**config.mk**
```make
export PLATFORM = sky130hd
export DESIGN_NAME = pwm_ramp_controller
export DESIGN_NICKNAME = d
export VERILOG_FILES = /design/src/rtl/pwm_ctrl_pkg.sv /design/src/rtl/pwm_ramp_controller_pacer.sv /design/src/rtl/pwm_ramp_controller.sv
export SDC_FILE = /design/constraint.sdc
export NUM_CORES = 1
export LEC_CHECK = 0
export BUFFER_PORTS_ARGS = -buffer_cell sky130_fd_sc_hd__buf_2
export CELL_PAD_IN_SITES_DETAIL_PLACEMENT = 1
export CELL_PAD_IN_SITES_GLOBAL_PLACEMENT = 2
export CORE_AREA = 4 4 97 99
export DETAILED_ROUTE_END_ITERATION = 6
export DIE_AREA = 0 0 101 103
export PLACE_DENSITY = 0.71
export SLEW_MARGIN = 30
export SYNTH_ARGS = -nofsm -noshare
export SYNTH_HDL_FRONTEND = slang
export SYNTH_SLANG_ARGS = --single-unit
```
**constraint.sdc**
```tcl
create_clock -name clk -period 6.3 [get_ports clk]
set_clock_uncertainty 0.2 [all_clocks]
set_input_delay 0.315 -clock clk [delete_from_list [all_inputs] [get_ports clk]]
set_output_delay 0.315 -clock clk [all_outputs]
set_load 0.03 [all_outputs]
```
**src/rtl/pwm_ctrl_pkg.sv**
```systemverilog
// Shared types and duty arithmetic for the PWM sequencer blocks.
package pwm_ctrl_pkg;

    localparam int DUTY_W_DEFAULT = 4;
    localparam int CALC_W         = 16;

    typedef enum logic [1:0] {IDLE, RAMP, FINISH} state_t;
    typedef logic [DUTY_W_DEFAULT-1:0] duty_t;
    typedef logic [CALC_W-1:0]         calc_t;

    // Move cur toward tgt by stp, landing exactly on tgt instead of overshooting.
    // The sum carries an extra bit so an up-step near the top cannot wrap.
    function automatic calc_t sat_step(input calc_t cur, input calc_t tgt, input calc_t stp);
        logic [CALC_W:0] sum;
        calc_t           nxt;
        sum = {1'b0, cur} + {1'b0, stp};
        nxt = cur;
        if (tgt > cur) begin
            if (sum >= {1'b0, tgt}) nxt = tgt;
            else                    nxt = sum[CALC_W-1:0];
        end else if (tgt < cur) begin
            if ((cur - tgt) <= stp) nxt = tgt;
            else                    nxt = cur - stp;
        end
        return nxt;
    endfunction

endpackage

```
**src/rtl/pwm_ramp_controller_pacer.sv**
```systemverilog
// Period pacer: counts generator period ends and flags the one that should
// carry a duty step. Loaded with the hold count when a command is accepted,
// reloaded from the latched hold after every step.
module pwm_period_pacer #(
    parameter int HOLD_WIDTH = 8
) (
    input  logic                  clk,
    input  logic                  reset,
    input  logic                  enable,
    input  logic                  load,
    input  logic [HOLD_WIDTH-1:0] load_val,
    input  logic [HOLD_WIDTH-1:0] reload_val,
    input  logic                  period_end,
    output logic                  step_now
);

    logic [HOLD_WIDTH-1:0] hold_cnt;

    // A period end only steps once the hold count has run down to zero.
    always_comb begin
        step_now = enable && period_end && (hold_cnt == '0);
    end

    // Hold down-counter: load on accept, decrement per period, reload after a step.
    always_ff @(posedge clk or posedge reset) begin
        if (reset) begin
            hold_cnt <= '0;
        end else if (load) begin
            hold_cnt <= load_val;
        end else if (enable && period_end) begin
            hold_cnt <= step_now ? reload_val : hold_cnt - 1'b1;
        end
    end

endmodule

```
**src/rtl/pwm_ramp_controller.sv**
```systemverilog
// Duty ramp sequencer in front of one PWM generator. Takes a target/step/hold
// command and walks the generator duty toward the target, one strobed update
// every (hold+1) generator periods.
module pwm_ramp_controller
    import pwm_ctrl_pkg::*;
#(
    parameter int DUTY_WIDTH   = 4,
    parameter int MAX_DUTY     = 8,
    parameter int INITIAL_DUTY = 0,
    parameter int HOLD_WIDTH   = 8
) (
    input  logic                  clk,
    input  logic                  reset,
    input  logic                  cmd_valid,
    output logic                  cmd_ready,
    input  logic [DUTY_WIDTH-1:0] cmd_target,
    input  logic [DUTY_WIDTH-1:0] cmd_step,
    input  logic [HOLD_WIDTH-1:0] cmd_hold,
    input  logic                  period_end,
    output logic [DUTY_WIDTH-1:0] pwm_duty_cycle,
    output logic                  update_parameters,
    output logic                  busy,
    output logic                  done
);

    localparam logic [DUTY_WIDTH-1:0] MAX_D  = DUTY_WIDTH'(MAX_DUTY);
    localparam logic [DUTY_WIDTH-1:0] INIT_D = DUTY_WIDTH'(INITIAL_DUTY);

    state_t                state_q, state_n;
    logic [DUTY_WIDTH-1:0] tgt_q, step_q;
    logic [HOLD_WIDTH-1:0] hold_q;
    logic [DUTY_WIDTH-1:0] tgt_in, step_in, duty_step, duty_n;
    logic                  upd_n, done_n, busy_n, rdy_n, latch, step_now;

    pwm_period_pacer #(.HOLD_WIDTH(HOLD_WIDTH)) u_pacer (
        .clk        (clk),
        .reset      (reset),
        .enable     (state_q == RAMP),
        .load       (latch),
        .load_val   (cmd_hold),
        .reload_val (hold_q),
        .period_end (period_end),
        .step_now   (step_now)
    );

    // Command sanitising and the candidate next duty for a step.
    always_comb begin
        tgt_in    = (cmd_target > MAX_D) ? MAX_D : cmd_target;
        step_in   = (cmd_step == '0) ? DUTY_WIDTH'(1) : cmd_step;
        duty_step = DUTY_WIDTH'(sat_step(calc_t'(pwm_duty_cycle), calc_t'(tgt_q), calc_t'(step_q)));
    end

    // Next state and next registered outputs. The final ramp step returns to
    // IDLE with cmd_ready still low so the done cycle cannot also accept.
    always_comb begin
        state_n = state_q;
        duty_n  = pwm_duty_cycle;
        upd_n   = 1'b0;
        done_n  = 1'b0;
        busy_n  = 1'b0;
        rdy_n   = 1'b0;
        latch   = 1'b0;
        case (state_q)
            IDLE: begin
                if (cmd_valid && cmd_ready) begin
                    latch = 1'b1;
                    if (tgt_in == pwm_duty_cycle) begin
                        state_n = FINISH;
                        done_n  = 1'b1;
                    end else begin
                        state_n = RAMP;
                        busy_n  = 1'b1;
                    end
                end else begin
                    rdy_n = 1'b1;
                end
            end
            RAMP: begin
                busy_n = 1'b1;
                if (step_now) begin
                    duty_n = duty_step;
                    upd_n  = 1'b1;
                    if (duty_step == tgt_q) begin
                        done_n  = 1'b1;
                        state_n = IDLE;
                    end
                end
            end
            FINISH: begin
                state_n = IDLE;
                rdy_n   = 1'b1;
            end
            default: begin
                state_n = IDLE;
                rdy_n   = 1'b1;
            end
        endcase
    end

    // State register.
    always_ff @(posedge clk or posedge reset) begin
        if (reset) state_q <= IDLE;
        else       state_q <= state_n;
    end

    // Registered outputs and the latched command.
    always_ff @(posedge clk or posedge reset) begin
        if (reset) begin
            pwm_duty_cycle    <= INIT_D;
            update_parameters <= 1'b0;
            done              <= 1'b0;
            busy              <= 1'b0;
            cmd_ready         <= 1'b1;
            tgt_q             <= '0;
            step_q            <= '0;
            hold_q            <= '0;
        end else begin
            pwm_duty_cycle    <= duty_n;
            update_parameters <= upd_n;
            done              <= done_n;
            busy              <= busy_n;
            cmd_ready         <= rdy_n;
            if (latch) begin
                tgt_q  <= tgt_in;
                step_q <= step_in;
                hold_q <= cmd_hold;
            end
        end
    end

endmodule

```
# After elaboration in Yosys (flattened, before gate mapping)
# Cells that the tools add are included.
# Widths: inputs -> output; s select.
dict set report word_totals {
  latchBits 0
  ram_bits 0
  memories 0
  register_bits 34
  in_bits 20
  rom_bits 0
}
dict set report op_classes {
  n_div 0
  multipliers 0
  shift 0
  n_addsub 4
  reduce_logical 9
  magnitude_cmp 5
  eq_ne 6
  n_bitwise 0
  n_mux 28
}
# cell count
set op_table {}
lappend op_table {{$mux 4} 6}
lappend op_table {{$mux 8} 3}
lappend op_table {{$le 16x4->1} 1}
lappend op_table {{$mux 1} 11}
lappend op_table {{$eq 4x4->1} 2}
lappend op_table {{$logic_not 8->1} 1}
lappend op_table {{$mux 2} 4}
lappend op_table {{$sub 8x1->8 const B} 1}
lappend op_table {{$ne 2x2->1 const B} 3}
lappend op_table {{$pmux 1 s2} 3}
lappend op_table {{$add 4x4->5} 1}
lappend op_table {{$ge 5x4->1} 1}
lappend op_table {{$sub 4x4->5} 1}
lappend op_table {{$gt 4x4->1} 1}
lappend op_table {{$gt 4x4->1 const B} 1}
lappend op_table {{$logic_not 4->1} 1}
lappend op_table {{$lt 4x4->1} 1}
lappend op_table {{$pmux 2 s2} 1}
lappend op_table {{$sub 4x4->4} 1}
lappend op_table {{$logic_and 1x1->1} 3}
lappend op_table {{$reduce_and 3->1} 1}
lappend op_table {{$eq 2x1->1 const B} 1}
lappend op_table {{$logic_not 2->1} 1}
lappend op_table {{$reduce_and 2->1} 1}
lappend op_table {{$reduce_bool 2->1} 1}

# Longest topological paths before layout
dict set report logic_depth {
  ltp_word 9
  mapped_depth 14
  ltp_nobuf 14
}

# Modules after synthesis
# A second synthesis with hierarchy kept.
dict set report unflattened {
  hier_cells 289
  hier_area_um2 2622.5
}
# mod seq_area_each_um2 area_per_inst_um2 cells_per_inst n_inst
set modules_own_cells {}
lappend modules_own_cells {pwm_ramp_controller 651.9 1956.9 213 1}
lappend modules_own_cells {pwm_period_pacer 200.2 665.6 76 1}

# Worst setup path after synthesis
# No wires, ideal clock.
dict set report synth_path {
  path_kind {register -> register}
  startpoint {reg pwm_duty_cycle[1]}
  endpoint {reg done}
  synth_period_minus_slack_ns 3.426
  slack_ns 2.874
  stages_incl_launch_ff 14
  t_arrival_ns 3.162
  cell_sequence {dfrtp_1 > ha_1 > nand2b_1 > a21oi_1 > nor2_1 > xnor2_1 > ha_1 > o21ai_0 > o211ai_1 > nor2_1 > o31ai_1 > o22ai_1 > nor4_2 > or2_1}
}
dict set report synth_between {
  elab_chain_len 9
}
# element line_no
set synth_rtl {}
lappend synth_rtl {{start: declaration} pwm_ramp_controller.sv:20} ;# output logic [DUTY_WIDTH-1:0] pwm_duty_cycle,
lappend synth_rtl {{start signal: assignment} pwm_ramp_controller.sv:118} ;# pwm_duty_cycle <= duty_n;
lappend synth_rtl {{$sub 4x4->5} pwm_ctrl_pkg.sv:22} ;# if ((cur - tgt) <= stp) nxt = tgt;
lappend synth_rtl {{$le 16x4->1} pwm_ctrl_pkg.sv:22}
lappend synth_rtl {{$mux 4} pwm_ctrl_pkg.sv:22}
lappend synth_rtl {{$mux 4} pwm_ctrl_pkg.sv:21} ;# end else if (tgt < cur) begin
lappend synth_rtl {{$mux 4} pwm_ctrl_pkg.sv:18} ;# if (tgt > cur) begin
lappend synth_rtl {{$eq 4x4->1} pwm_ramp_controller.sv:83} ;# if (duty_step == tgt_q) begin
lappend synth_rtl {{$mux 1} pwm_ramp_controller.sv:83}
lappend synth_rtl {{$mux 1} pwm_ramp_controller.sv:80} ;# if (step_now) begin
lappend synth_rtl {{$pmux 1 s2 (*)} pwm_ramp_controller.sv:63} ;# case (state_q)
lappend synth_rtl {{via done_n} pwm_ramp_controller.sv:33} ;# logic upd_n, done_n, busy_n, rdy_n, latch, step_now;
lappend synth_rtl {{end signal: assignment} pwm_ramp_controller.sv:120} ;# done <= done_n;
lappend synth_rtl {{end: declaration} pwm_ramp_controller.sv:23} ;# output logic done
# Mark *: on every way through the listed nets, which the timed path passes. The rest lies on a longest branch.
# A chain may end at the register's enable or synchronous reset.

# Worst setup path after layout
dict set report layout_path {
  startpoint {reg pwm_duty_cycle[0]}
  endpoint {reg done}
}
# Same word-level chain as after synthesis.

==> run metrics <==
wire length of the first global-routing pass roughly 12 mm; startpoint types flip-flop; area taken by flip-flops and latches approximately 850 sq um; cell with the most instances after synthesis nand2_1; dpl hpwl about 5.4 mm; worst hold slack across all endpoints ~0.028 ns; area added between synthesis and finish 15.9%; Inserted Clock Buffers 5; vias in the first global route 2339; count of endpoints failing setup in the final report 0; data arrival time of the critical path between 3 and 4 ns; setup slack of the most critical reg-to-reg path 2.47 ns; FP Rows 34; cell area after synthesis about 0.0025 sq mm; worst-skew pair later-pin latency between 0.2 and 0.3 ns; post-synth top area cell dfrtp_1; area share of the leading cell type in the synthesized netlist 0.332; r2r worst-path depth 11; worst setup path startpoint pwm_duty_cycle[0]; Final nets between 300 and 400; die height just over 100 um; via-per-instance ratio 5.15; routed wire length per instance roughly 16 um; final-layout fill cell count ~1000; final worst-path cycle share 0.608; synth unique cells between 50 and 60; clock tree root driver cell clkbuf_8; WL final 7.02 mm; ANT nets after route 0; post-synth net total 333; drt initial violations between 100 and 150; vias post-DR 2197; hold violation total from the final report 0; initial core utilization 0.291; Worst setup endpoint done; highest attainable clock frequency approximately 260 MHz; fin crit period approximately 3.8 ns; GR Util All Layers 0.147; core box area between 0.008 and 0.009 sq mm; category of the most critical setup path reg2reg; sort of element at the end of the critical path flip-flop; result of the run complete, no violations; DRC errors left 0; number of sinks driven by the clock tree 34; most used flip-flop cell after synthesis dfrtp_1; top cells by area, synth dfrtp_1, ha_1, nand2_1; number of slew-limit violations in the final report 0; Placed Instance Area roughly 0.0027 sq mm; Ant. Diodes 0; quantity of I/O buffers inserted on ports 27; post-CTS setup repair buffer count 0; layout cells sized above 1 0.166; register bit count reported by yosys 34; initial antenna violation count 0; Die X-Extent 101 um; number of enable flip-flop cells after synthesis 0; number of warnings reported in the yosys synthesis log 0; maximum fanout encountered on the critical timing path 10; FFs w/ async S/R, synth 1.00; Die ar. around 0.010 sq mm; cell types with the highest counts after synthesis nand2_1, dfrtp_1, o21ai_0; global route total overflow 0; worst flop-to-flop path endpoint done; total of max-cap violations 0; gate count of the mapped netlist 290; router iterations before antenna repair 4; Seq/Total Area, Yosys 0.343; count of boundary I/O pins 28; TritonCTS clock tree yes; Non-Filler Cell Area, Final around 0.0029 sq mm; weighted congestion at the end of routability-driven global placement 0.891; average size of a mapped cell between 8 and 9 sq um; startpoint of the worst register-to-register path pwm_duty_cycle[0]; worst slew pin tran around 0.71 ns; class of the tightest hold or removal check in2reg; Worst EP required ~6.3 ns; maximum count of clock buffers along a single path 2; clock-pin slew of the registers on the worst-case setup and hold paths around 0.080 ns; setup TNS 0 ns; pin count of the biggest net entering global routing 35; combined area of the multi-input logic cells between 0.0015 and 0.002 sq mm; Clock H-tree levels 2; RSZ-0062 raised after global routing no; Max transition margin 0.525
## worst max-delay path, cell delays in order, from the launching register on
cell and delay (ns):
dfrtp_1 0.48, ha_1 0.27, fa_1 0.39, xnor2_1 0.36, ha_1 0.24, o21ai_0 0.09
o211ai_1 0.58, nor2_1 0.20, o31ai_1 0.32, o22ai_1 0.14, nor4_2 0.33, or2_1 0.15
## through the flow
| stage | util | setup WS, ns | instances |
|---|---|---|---|
| after floorplan | - | 2.87 | 290 |
| after detailed placement | 0.320 | 2.51 | 418 |
| after global routing | 0.337 | 2.14 | 427 |
| after global placement | 0.320 | 2.52 | 418 |
| after CTS | 0.337 | 2.46 | 427 |
| final | 0.337 | 2.47 | 427 |
## per-layer routing
layer / GRT usage / up-vias / share of wire
met5: 0 / - / 0
met2: 0.249 / 28 / 0.50
met1: 0.194 / 1074 / 0.46
met4: 0.0470 / 0 / 0.019
met3: 0.0223 / 11 / 0.026
li1: - / 1084 / -
## how the worst min path moves through the flow
stage           endpoint  depth (start not counted)  slack (ns)   startpoint
2_1_floorplan  hold_q[1]                          2        0.22  cmd_hold[1]
3_3_place_gp        busy                          3        0.24        reset
3_5_place_dp        busy                          3        0.26        reset
4_1_cts        hold_q[2]                          3        0.02  cmd_hold[2]
5_1_grt        hold_q[2]                          3        0.03  cmd_hold[2]
6_report       hold_q[6]                          3        0.03  cmd_hold[6]
## cell families after synthesis
| logic type | Yosys count | share of synthesized area |
|---|---|---|
| simple gates | 107 | 0.216 |
| compound gates | 83 | 0.211 |
| flops | 34 | 0.343 |
| buf+inv | 29 | 0.0473 |
| fa+ha+maj | 23 | 0.125 |
| xor+xnor | 10 | 0.0408 |
| mux | 4 | 0.0171 |
## cell usage in the layout (no fill, tap or decap), drive strengths merged, types with 3 or more instances in the layout
| cell | netlist | layout |
|---|---|---|
| a22oi | 3 | 3 |
| o22a | 5 | 5 |
| nor2 | 21 | 21 |
| nor2b | 5 | 5 |
| nor4 | 3 | 3 |
| o22ai | 3 | 3 |
| o31ai | 3 | 3 |
| fa | 3 | 3 |
| nor3 | 8 | 8 |
| nand3 | 4 | 4 |
| xnor2 | 7 | 7 |
| nand2b | 3 | 3 |
| o21ai | 29 | 29 |
| dfrtp | 33 | 33 |
| inv | 20 | 20 |
| a21oi | 21 | 21 |
| or2 | 3 | 3 |
| buf | 2 | 29 |
| ha | 20 | 20 |
| nand2 | 44 | 44 |
| or3 | 6 | 6 |
| clkbuf | 7 | 5 |
| nand3b | 4 | 4 |
## sequential cells by signal, summed over array words and instances (netlist names)
signal             cells
pwm_duty_cycle         4
busy                   1
step_q                 4
u_pacer.hold_cnt       8
state_q                2
hold_q                 8
cmd_ready              1
done                   1
tgt_q                  4
update_parameters      1
## area by class of cell
class,instances,share of cell area
tap,108,0.0469
inverter,20,0.0261
clock buffer,5,0.0239
sequential,34,0.296
timing repair buffer,30,0.0556
multi-input combinational,227,0.528
clock inverter,3,0.0239
## what timing repair did
action | CTS | global route
hold buffers | 1 | 0
hold endpoints to repair | 33 | 0
gates resized for setup | 0 | 0
setup endpoints to repair | 0 | 0
Power is left out: the tool's default activity adds up to more than one toggle a clock period on the data nets, which glitch-free logic cannot reach.
